<file path="src/rtl/n_restador_pkg.sv">
// Shared types and constants for the bit-serial subtractor.
// Latency: n/a (definitions only).
// Backpressure: n/a.
//
// Holds the FSM state encoding and the NZCV flag bit positions. The flag
// positions are shared with the combinational adder and the ALU, so all
// three produce the same flag[3:0] layout.
package n_restador_pkg;

  typedef enum logic [1:0] {
    IDLE  = 2'd0,
    SHIFT = 2'd1,
    DONE  = 2'd2
  } state_t;

  localparam int FLAG_V = 0;
  localparam int FLAG_C = 1;
  localparam int FLAG_Z = 2;
  localparam int FLAG_N = 3;

endpackage

</file>
<file path="src/rtl/sumador_1_bit.sv">
// 1-bit full adder cell.
// Latency: combinational, zero cycles.
// Backpressure: none.
//
// Ports:
//   carry_in  - carry into this bit
//   a, b      - operand bits
//   sum       - a ^ b ^ carry_in
//   carry_out - majority(a, b, carry_in)
module sumador_1_bit (
  input  logic carry_in,
  input  logic a,
  input  logic b,
  output logic sum,
  output logic carry_out
);

  assign sum       = a ^ b ^ carry_in;
  assign carry_out = (a & b) | (a & carry_in) | (b & carry_in);

endmodule

</file>
<file path="src/rtl/n_restador_serial.sv">
// Bit-serial N-bit two's-complement subtractor, C = A - B, LSB first.
// Latency: N+1 cycles from accepted start to the done cycle.
// Backpressure: start is accepted only in IDLE; start while busy is dropped.
//
// Ports:
//   clk, rst   - clock and synchronous active-high reset
//   start      - request pulse, sampled only when idle
//   A, B       - minuend / subtrahend, latched on accepted start
//   busy       - high in SHIFT and DONE
//   done       - one-cycle pulse, C and flag valid
//   C          - difference, held until the next accepted start
//   flag       - {N, Z, C(not borrow), V}
module n_restador_serial
  import n_restador_pkg::*;
#(
  parameter int N = 8
) (
  input  logic         clk,
  input  logic         rst,
  input  logic         start,
  input  logic [N-1:0] A,
  input  logic [N-1:0] B,
  output logic         busy,
  output logic         done,
  output logic [N-1:0] C,
  output logic [3:0]   flag
);

  localparam int CW = $clog2(N);

  state_t          state;
  state_t          state_nxt;
  logic [N-1:0]    a_reg;
  logic [N-1:0]    b_reg;
  logic            carry_reg;
  logic [CW-1:0]   cnt;

  logic            sum_bit;
  logic            cout_bit;
  logic            last_bit;
  logic [N-1:0]    c_nxt;

  // Subtraction as A + ~B + 1: the +1 comes from seeding carry_reg to 1.
  sumador_1_bit u_cell (
    .carry_in  (carry_reg),
    .a         (a_reg[cnt]),
    .b         (~b_reg[cnt]),
    .sum       (sum_bit),
    .carry_out (cout_bit)
  );

  assign last_bit = (cnt == CW'(N - 1));

  // Result word including the bit being produced this cycle. On the last
  // SHIFT cycle this is the final difference, which lets the flags be
  // registered on the edge into DONE so they are valid alongside done.
  always_comb begin
    c_nxt      = C;
    c_nxt[cnt] = sum_bit;
  end

  always_comb begin
    state_nxt = state;
    busy      = 1'b0;
    done      = 1'b0;
    case (state)
      IDLE: begin
        if (start) state_nxt = SHIFT;
      end
      SHIFT: begin
        busy = 1'b1;
        if (last_bit) state_nxt = DONE;
      end
      DONE: begin
        busy      = 1'b1;
        done      = 1'b1;
        state_nxt = IDLE;
      end
      default: state_nxt = IDLE;
    endcase
  end

  always_ff @(posedge clk) begin
    if (rst) begin
      state     <= IDLE;
      a_reg     <= '0;
      b_reg     <= '0;
      carry_reg <= 1'b0;
      cnt       <= '0;
      C         <= '0;
      flag      <= 4'b0000;
    end else begin
      state <= state_nxt;
      case (state)
        IDLE: begin
          if (start) begin
            a_reg     <= A;
            b_reg     <= B;
            carry_reg <= 1'b1;
            cnt       <= '0;
            C         <= '0;
          end
        end
        SHIFT: begin
          C         <= c_nxt;
          carry_reg <= cout_bit;
          cnt       <= cnt + CW'(1);
          if (last_bit) begin
            flag[FLAG_N] <= c_nxt[N-1];
            flag[FLAG_Z] <= (c_nxt == '0);
            flag[FLAG_C] <= cout_bit;
            // Overflow only when operand signs differ and the result sign
            // disagrees with the minuend.
            flag[FLAG_V] <= (a_reg[N-1] != b_reg[N-1]) &&
                            (c_nxt[N-1] != a_reg[N-1]);
          end
        end
        default: ;
      endcase
    end
  end

endmodule
</file>
<file path="config.mk">
export PLATFORM = sky130hd
export DESIGN_NAME = n_restador_serial
export DESIGN_NICKNAME = d
export VERILOG_FILES = /design/src/rtl/n_restador_pkg.sv /design/src/rtl/sumador_1_bit.sv /design/src/rtl/n_restador_serial.sv
export SDC_FILE = /design/constraint.sdc
export NUM_CORES = 1
export LEC_CHECK = 0
export CORE_ASPECT_RATIO = 0.9
export CORE_MARGIN = 8
export CORE_UTILIZATION = 43
export CTS_CLUSTER_DIAMETER = 150
export CTS_CLUSTER_SIZE = 8
export DETAILED_ROUTE_END_ITERATION = 10
export DONT_BUFFER_PORTS = 1
export SYNTH_ARGS = -nofsm -noshare
export SYNTH_HDL_FRONTEND = slang
export SYNTH_SLANG_ARGS = --single-unit
</file>
<file path="constraint.sdc">
create_clock -name clk -period 7.04 [get_ports clk]
set_clock_uncertainty 0.2 [all_clocks]
set_input_delay 1.408 -clock clk [delete_from_list [all_inputs] [get_ports clk]]
set_output_delay 1.408 -clock clk [all_outputs]
set_load 0.02 [all_outputs]
</file>
==> out/qor.yml, run 1 <==
layout:
  drive_gt1_share_pct: 8.65
  nNetsFinal: 232
  final_area_um2: 1860
  area_growth_pct: 3.11
  diodes: 0
global_routing:
  grt_pass1_wl_um: 7100
  grt_max_degree: 36
  antenna_found_initial: 0
  met2_usage_pct: 21.5
  use_met1_pct: 15.0
  grt.met3_usage_pct: 3.97
  busiest_layer: "met2"
  overflow: 0
  grtUsageTotal_pct: 12.7
  grt_pass1_vias: 1521
detailed_routing:
  via_per_inst: 5.99
  routed_wl_um: 4120
  vias: 1534
  antenna_left: 0
  wire_per_inst_um: 16.1
  route.detailed.drc: 0
  drt_iter0_drc: 113
  dr.pass1.iters: 4
sta:
  rsz0062_at_grt: "no"
  fin_crit_ns: 3.55
  maxSlewHeadroom_pct: 35.9
  hold_violations: 0
  fmax_mhz: 281
  setup_viol: 0
  setup_ws_ns: 3.49
  fin_crit_sh_pct: 50.5
  setup-tns-final_ns: 0
  timing.hold.ws_ns: 0.252
  worst_pin_slew_ns: 0.935
  slew_violations: 0
worst_hold_path:
  holdPathStages: 2
  worstHoldPathType: "reg -> reg"
floorplan:
  die-width_um: 84.4
  die_h_um: 77.5
  start_util_pct: 44.7
  num_io_pins: 33
  die-area_um2: 6540
  rows: 22
  core_um2: 4050
placed_design:
  dp_hpwl_um: 3010
  gp_congestion: 0.789
  placed_cell_area_um2: 1770
  dp_slack_ns: 3.52
  portBuffers: 0
logic_synthesis:
  yosysWarnings: 0
  synth_edf_count: 0
  synth_nets: 243
  synth.area.top_cells: "dfxtp_1 38%, nand2_1 7.5%, a21oi_1 6.1%"
  netlist_top_cells_count: "36 x nand2_1, 34 x dfxtp_1, 22 x a21oi_1"
  ys_ff_latch: 34
  ys.flop_type: "dfxtp_1"
  synth.top_cell.area_share_pct: 37.6
  synthCells: 218
  netlist_area_um2: 1810
  async_flop_share_pct: 0
  yosysSeqAreaShare_pct: 37.6
  avgSynthCellArea_um2: 8.29
  ys_types: 48
  synth.most_common_cell: "nand2_1"
  synth_top_area_cell: "dfxtp_1"
setup_path:
  arrival_ns: 3.58
  worstPathRequired_ns: 7.07
  crit_fanout: 28
  setup.worst_path.class: "reg -> reg"
  critPathCaptureType: "flop"
  rr_worst_depth: 8
  worstSetupStartpointType: "flop"
clock_network:
  h-tree-depth: 2
  path_clk_slew_ns: 0.07
  cts_setup_buffers: 0
  cts_made_buffers: 5
  cts_hold_buffers: 0
  ctsResizeCount: 0
  clock_path_buffers: 2
  cts_root_buffer: "clkbuf_8"
  insertion_delay_ns: 0.28
  clock-sinks: 34
  cts_tree: "done"
pwr:
  p_per_area_nw_per_um2: 222
  vdd_drop_max_v: 0.000139
  power_leakage_uw: 0.000670
job:
  maxCapViolCount: 0
outcome:
  status: "complete, no violations"
## layout make-up
type | count | area, µm²
Inverter | 7 | 26.3
Multi-Input combinational cell | 159 | 1000
Fill cell | 421 | 2180
Sequential cell | 34 | 681
Tap cell | 48 | 60.1
Clock inverter | 2 | 12.5
Clock buffer | 6 | 82.6
## where the power goes
part | switching, µW | leakage [µW] | internal [µW]
clock network | 72.3 | 0.0000472 | 78.6
registers | 9.65 | 0.000277 | 201
logic | 30.0 | 0.000345 | 22.4
## logic make-up (layout without fill, tap and decap cells)
kind of cell / after synthesis / count (layout) / share of synthesized area, %
and+or+nand+nor: 82 / 82 / 22.2
AOI/OAI and AO/OA: 59 / 59 / 21.2
DFF: 34 / 34 / 37.6
buffers and inverters: 25 / 15 / 6.92
muxes: 10 / 10 / 6.51
adders and majority gates: 6 / 6 / 4.57
xor gates and xnor gates: 2 / 2 / 0.969
## routing by layer
| layer | wire, µm | share of wire [%] |
|---|---|---|
| met4 | 35 | 0.85 |
| met5 | 0 | 0 |
| met3 | 187 | 4.5 |
| met1 | 1850 | 45 |
| met2 | 2050 | 50 |
## cells in the final DEF (no fill, tap or decap), types with 2 or more instances in the layout
cell / n
nand2_1: 36
dfxtp_1: 34
a21oi_1: 22
nor2_1: 16
o21ai_0: 11
inv_1: 7
nor3b_1: 6
clkbuf_8: 6
mux2i_1: 5
ha_1: 5
mux2_2: 4
nor2b_1: 3
and2_1: 3
a22oi_1: 3
or3_1: 3
nand3b_1: 3
a2bb2oi_1: 3
a211oi_1: 3
nand2b_1: 2
o22ai_1: 2
nand3_1: 2
nor3_1: 2
o21a_1: 2
a31o_2: 2
## path summary, 6_finish.rpt
path	startpoint	endpoint	slack, ns
setup reg to reg	cnt[1]	flag[2]	3.49
hold reg to reg	a_reg[4]	a_reg[4]	0.25
setup / recovery	cnt[1]	flag[2]	3.49
hold / removal	a_reg[4]	a_reg[4]	0.25
## worst max-delay path: stages (launching register included)
cell and delay (ns):
dfxtp_1 0.94, mux4_2 0.59, mux2_2 0.28, a41oi_2 0.18, fa_1 0.55, nor2_1 0.15
o21ai_0 0.10, a222oi_1 0.33, a31o_1 0.18
## through the flow
stage,instances,total power [µW],util (%)
6_report,256,414,46.1
5_1_grt,256,434,46.1
4_1_cts,256,417,46.1
3_5_place_dp,248,268,43.7
3_3_place_gp,248,265,43.7
2_1_floorplan,218,259,-
Note: power is estimated with default switching activity, not from simulation.
==> inputs of run 2 (changes only) <==
==> constraint.sdc (replaced) <==
create_clock -name clk -period 3.2 [get_ports clk]
set_clock_uncertainty 0.2 [all_clocks]
set_input_delay 0.64 -clock clk [delete_from_list [all_inputs] [get_ports clk]]
set_output_delay 0.64 -clock clk [all_outputs]
set_load 0.02 [all_outputs]
==> run 2 against run 1 <==
- total power increased by 110%
- via count decreased by 3.5%
- routed wire length is 1.5% higher
- worst setup slack got worse by 3.2 ns
- non-clock buffer count rose by 4
- critical path type unchanged
- largest cell class unchanged
==> out/qor.yml, run 2 (synthesis gave the netlist of run 1 again) <==
pwr:
  switching_share_pct: 27.3
  seqPwrFrac_pct: 52.1
  p_per_area_nw_per_um2: 467
  comb_power_share_pct: 13.9
  p_sw_uw: 239
  vdd_drop_max_v: 0.000241
  internal-power_uw: 638
  clock_power_share_pct: 34.0
  power_leakage_uw: 0.000687
layout:
  final_cell_mix: "36 x nand2_1, 33 x dfxtp_1, 22 x a21oi_1"
  multiInputGateArea_um2: 1000
  drive_gt1_share_pct: 10.4
  fill_cells: 418
  final_common_cell: "nand2_1"
  area_growth_pct: 3.94
  nNetsFinal: 236
  regArea_um2: 682
  diodes: 0
detailed_routing:
  drt_iter0_drc: 105
  via_per_inst: 5.71
  vias: 1480
  routed_wl_um: 4180
  antenna_left: 0
  route.detailed.drc: 0
  dr.pass1.iters: 4
  wire_per_inst_um: 16.1
global_routing:
  antenna_found_initial: 0
  overflow: 0
  grt_pass1_wl_um: 7230
  grt_pass1_vias: 1483
  grtUsageTotal_pct: 13.3
  grt_max_degree: 36
sta:
  maxSlewHeadroom_pct: 35.4
  worst_pin_slew_ns: 0.942
  setup_ws_ns: 0.249
  setup-tns-final_ns: 0
  fin_crit_ns: 2.95
  timing.hold.ws_ns: 0.216
  hold_violations: 0
  slew_violations: 0
  rsz0062_at_grt: "no"
  fmax_mhz: 339
  fin_crit_sh_pct: 92.2
  setup_viol: 0
setup_path:
  r2r_setup_slack_ns: 0.25
  setup.worst_path.class: "reg -> reg"
  r2r_end: "flag[2]"
  worstSetupStartpointType: "flop"
  worstPathRequired_ns: 3.24
  rr_worst_depth: 8
  rr_startpoint: "cnt[1]"
  arrival_ns: 2.99
  critPathCaptureType: "flop"
  crit_fanout: 6
floorplan:
  num_io_pins: 33
  die-width_um: 84.4
  die_h_um: 77.5
  rows: 22
  start_util_pct: 44.7
  core_um2: 4050
  die-area_um2: 6540
clock_network:
  cts_hold_buffers: 0
  cts_tree: "done"
  clock_path_buffers: 2
  h-tree-depth: 2
  clock-sinks: 34
  cts_setup_buffers: 0
  ctsResizeCount: 0
  cts_root_buffer: "clkbuf_8"
  path_clk_slew_ns: 0.07
  cts_made_buffers: 5
  insertion_delay_ns: 0.29
worst_hold_path:
  holdPathStages: 1
  hold_start: "rst"
  whs_endpoint: "cnt[2]"
  worstHoldPathType: "in -> reg"
job:
  maxCapViolCount: 0
placed_design:
  portBuffers: 0
  dp_slack_ns: 0.236
  dp_hpwl_um: 3020
  gp_congestion: 0.762
outcome:
  status: "complete, no violations"
## run 2: layer usage
metal | GRT usage (%) | share of wire (%)
met5 | 0 | 0
met4 | 4.24 | 1.5
met3 | 5.43 | 6.3
met2 | 21.7 | 48
met1 | 15.5 | 44
## run 2: worst max-delay path by stage
stage | to | start | cells past startpoint | slack, ns
finish | flag[2] | cnt[1] | 8 | 0.25
global route | flag[2] | cnt[1] | 9 | 0.02
CTS | C[0] | cnt[2] | 7 | 0.21
detailed placement | C[0] | cnt[2] | 7 | 0.24
floorplan | flag[0] | cnt[2] | 9 | 0.29
global placement | flag[0] | cnt[2] | 7 | 0.34
## run 2: power groups by stage
stage	sequential (µW)	clock [µW]	combinational, µW
floorplan	462	0	108
global placement	467	0	117
detailed placement	468	0	122
CTS	458	310	123
global route	460	330	138
finish	457	298	122
## run 2: layout make-up
class | instances | share of cell area (%)
multi-input cells | 159 | 53.3
flip-flops and latches | 34 | 36.3
clock buffers | 5 | 3.66
well taps | 48 | 3.20
repair buffers | 4 | 1.60
inverters | 7 | 1.40
clock inverters | 2 | 0.533
## run 2: critical path, stage by stage, from the launching register on
cell	delay, ns
dfxtp_1	0.36
mux4_2	0.50
mux2_2	0.28
a41oi_2	0.19
fa_1	0.54
nor2_1	0.16
o21ai_0	0.12
a222oi_1	0.37
a31o_1	0.19
## run 2: per-stage QoR
step / total power [µW] / cell area [µm²] / std cells / utilization (%)
6_report: 878 / 1880 / 259 / 46.4
5_1_grt: 929 / 1880 / 259 / 46.4
4_1_cts: 891 / 1880 / 259 / 46.4
3_5_place_dp: 590 / 1800 / 252 / 44.5
3_3_place_gp: 584 / 1800 / 252 / 44.5
2_1_floorplan: 570 / 1810 / 218 / -
==> inputs of run 3 (changes only) <==
--- a/config.mk
+++ b/config.mk
@@ -6,12 +6,12 @@
 export NUM_CORES = 1
 export LEC_CHECK = 0
 export CORE_ASPECT_RATIO = 0.9
-export CORE_MARGIN = 8
 export CORE_UTILIZATION = 43
 export CTS_CLUSTER_DIAMETER = 150
 export CTS_CLUSTER_SIZE = 8
 export DETAILED_ROUTE_END_ITERATION = 10
 export DONT_BUFFER_PORTS = 1
+export RECOVER_POWER = 25
 export SYNTH_ARGS = -nofsm -noshare
 export SYNTH_HDL_FRONTEND = slang
 export SYNTH_SLANG_ARGS = --single-unit
==> run 3 against run 2 <==
- critical path depth decreased by 1
- register-to-register slack about the same
- worst hold slack improved by 0.0028 ns
- worst setup slack better by 0.013 ns
- via count unchanged
- clock-buffer cell count up 2
- maximum frequency rose by 0.43%
- global-route usage increased by 5.4 points
- die area fell by 32%
- sequential share of layout area shrank 0.48 points
- routed wire length down 8.1%
- cell count down 0.39%
- largest cell class unchanged
==> out/qor.yml, run 3 (synthesis gave the netlist of run 1 again) <==
placed_design:
  portBuffers: 0
  dp_hpwl_um: 2720
  placed_cell_area_um2: 1800
  gp_congestion: 0.777
global_routing:
  grt_max_degree: 36
  use_met1_pct: 26.3
  met2_usage_pct: 27.3
  busiest_layer: "met2"
  antenna_found_initial: 0
  grt_pass1_vias: 1418
  grtUsageTotal_pct: 18.7
  grt.met3_usage_pct: 6.08
  grt_pass1_wl_um: 6600
  overflow: 0
detailed_routing:
  dr.pass1.iters: 4
  drt_iter0_drc: 90
  via_per_inst: 5.74
  route.detailed.drc: 0
  vias: 1480
  wire_per_inst_um: 14.9
  routed_wl_um: 3840
  antenna_left: 0
sta:
  fin_crit_ns: 2.94
  hold_violations: 0
  slew_violations: 0
  maxSlewHeadroom_pct: 66.3
  setup_viol: 0
  rsz0062_at_grt: "no"
  setup-tns-final_ns: 0
  fmax_mhz: 340
  fin_crit_sh_pct: 91.8
  worst_pin_slew_ns: 0.505
clock_network:
  cts_hold_buffers: 0
  cts_made_buffers: 5
  clock-sinks: 34
  cts_root_buffer: "clkbuf_8"
  cts_setup_buffers: 0
  insertion_delay_ns: 0.28
  path_clk_slew_ns: 0.07
  clock_path_buffers: 2
  h-tree-depth: 2
  cts_tree: "done"
worst_hold_path:
  worstHoldPathType: "in -> reg"
floorplan:
  num_io_pins: 33
  die-area_um2: 4470
  die-width_um: 70.4
  start_util_pct: 46.8
  die_h_um: 63.5
  rows: 21
  core_um2: 3860
layout:
  nNetsFinal: 236
  diodes: 0
  final_common_cell: "nand2_1"
  final_util_pct: 49.3
  final_cell_mix: "36 x nand2_1, 33 x dfxtp_1, 22 x a21oi_1"
  area_growth_pct: 5.33
  final_area_um2: 1900
  fill_cells: 365
  drive_gt1_share_pct: 9.91
setup_path:
  rr_worst_depth: 7
  r2r_setup_slack_ns: 0.26
  critPathCaptureType: "flop"
  crit_fanout: 9
  slowest_stage: "fa_1"
  endpoint: "flag[0]"
  path_cells: "mux2_2 -> a221oi_1 -> o22ai_1 -> fa_1 -> mux2i_1 -> or3b_1 -> a311oi_1"
  r2r_end: "flag[0]"
  worstPathRequired_ns: 3.18
  critPathLaunch: "cnt[2]"
  setup.worst_path.class: "reg -> reg"
  arrival_ns: 2.92
  slowest_delay_ns: 0.65
  worstSetupStartpointType: "flop"
  rr_startpoint: "cnt[2]"
pwr:
  p_per_area_nw_per_um2: 505
  vdd_drop_max_v: 0.000243
  fin_total_pwr_uw: 962
  power_leakage_uw: 0.000697
job:
  maxCapViolCount: 0
outcome:
  status: "complete, no violations"
==> run 3: worst min-delay path by stage <==
stage                   from        to  slack [ns]  cells past startpoint
floorplan           a_reg[5]  a_reg[5]        0.23                      2
global placement    a_reg[6]  a_reg[6]        0.25                      2
detailed placement  b_reg[2]  b_reg[2]        0.25                      2
CTS                      rst      C[4]        0.21                      1
global route             rst      C[4]        0.20                      1
finish                   rst      C[4]        0.22                      1
==> run 3: critical path, delay by kind of cell, from the launching register on <==
kind | cells | cell delay (ns)
compound gates | 3 | 0.65
fa+ha+maj | 1 | 0.65
mux | 2 | 0.53
flops | 1 | 0.43
simple gates | 1 | 0.38
==> run 3: area by class of cell <==
| type | instances | area, µm² | share of cell area, % |
|---|---|---|---|
| flip-flops and latches | 34 | 682 | 35.8 |
| inverters | 7 | 26.3 | 1.38 |
| repair buffers | 4 | 30.0 | 1.58 |
| clock buffers | 7 | 76.3 | 4.01 |
| multi-input cells | 159 | 1000 | 52.6 |
| well taps | 46 | 57.6 | 3.02 |
| clock inverters | 1 | 30.0 | 1.58 |
==> run 3: power by group <==
| part | total, µW | internal (µW) | switching (µW) |
|---|---|---|---|
| clock network | 381 | 233 | 148 |
| registers | 457 | 442 | 15.1 |
| logic | 124 | 52.2 | 71.8 |
==> run 3: per-layer routing <==
layer | part of all wire [%] | vias up | routed length, µm
met5 | 0 | - | 0
met4 | 1.1 | 0 | 41
met3 | 6.0 | 4 | 229
met2 | 44 | 37 | 1710
met1 | 48 | 691 | 1860
li1 | - | 748 | -
==> run 3: stage by stage <==
step                hold WS [ns]  std cells  worst slack [ns]
floorplan                  0.233        218             0.291
global placement           0.246        250             0.276
detailed placement         0.247        250             0.154
CTS                        0.209        258             0.156
global route               0.201        258            0.0440
finish                     0.219        258             0.261
==> run 3: repair_timing <==
action	4_1_cts	5_1_grt
gates resized for setup	0	1
endpoints found under the hold margin	0	0
setup endpoints to repair	0	2
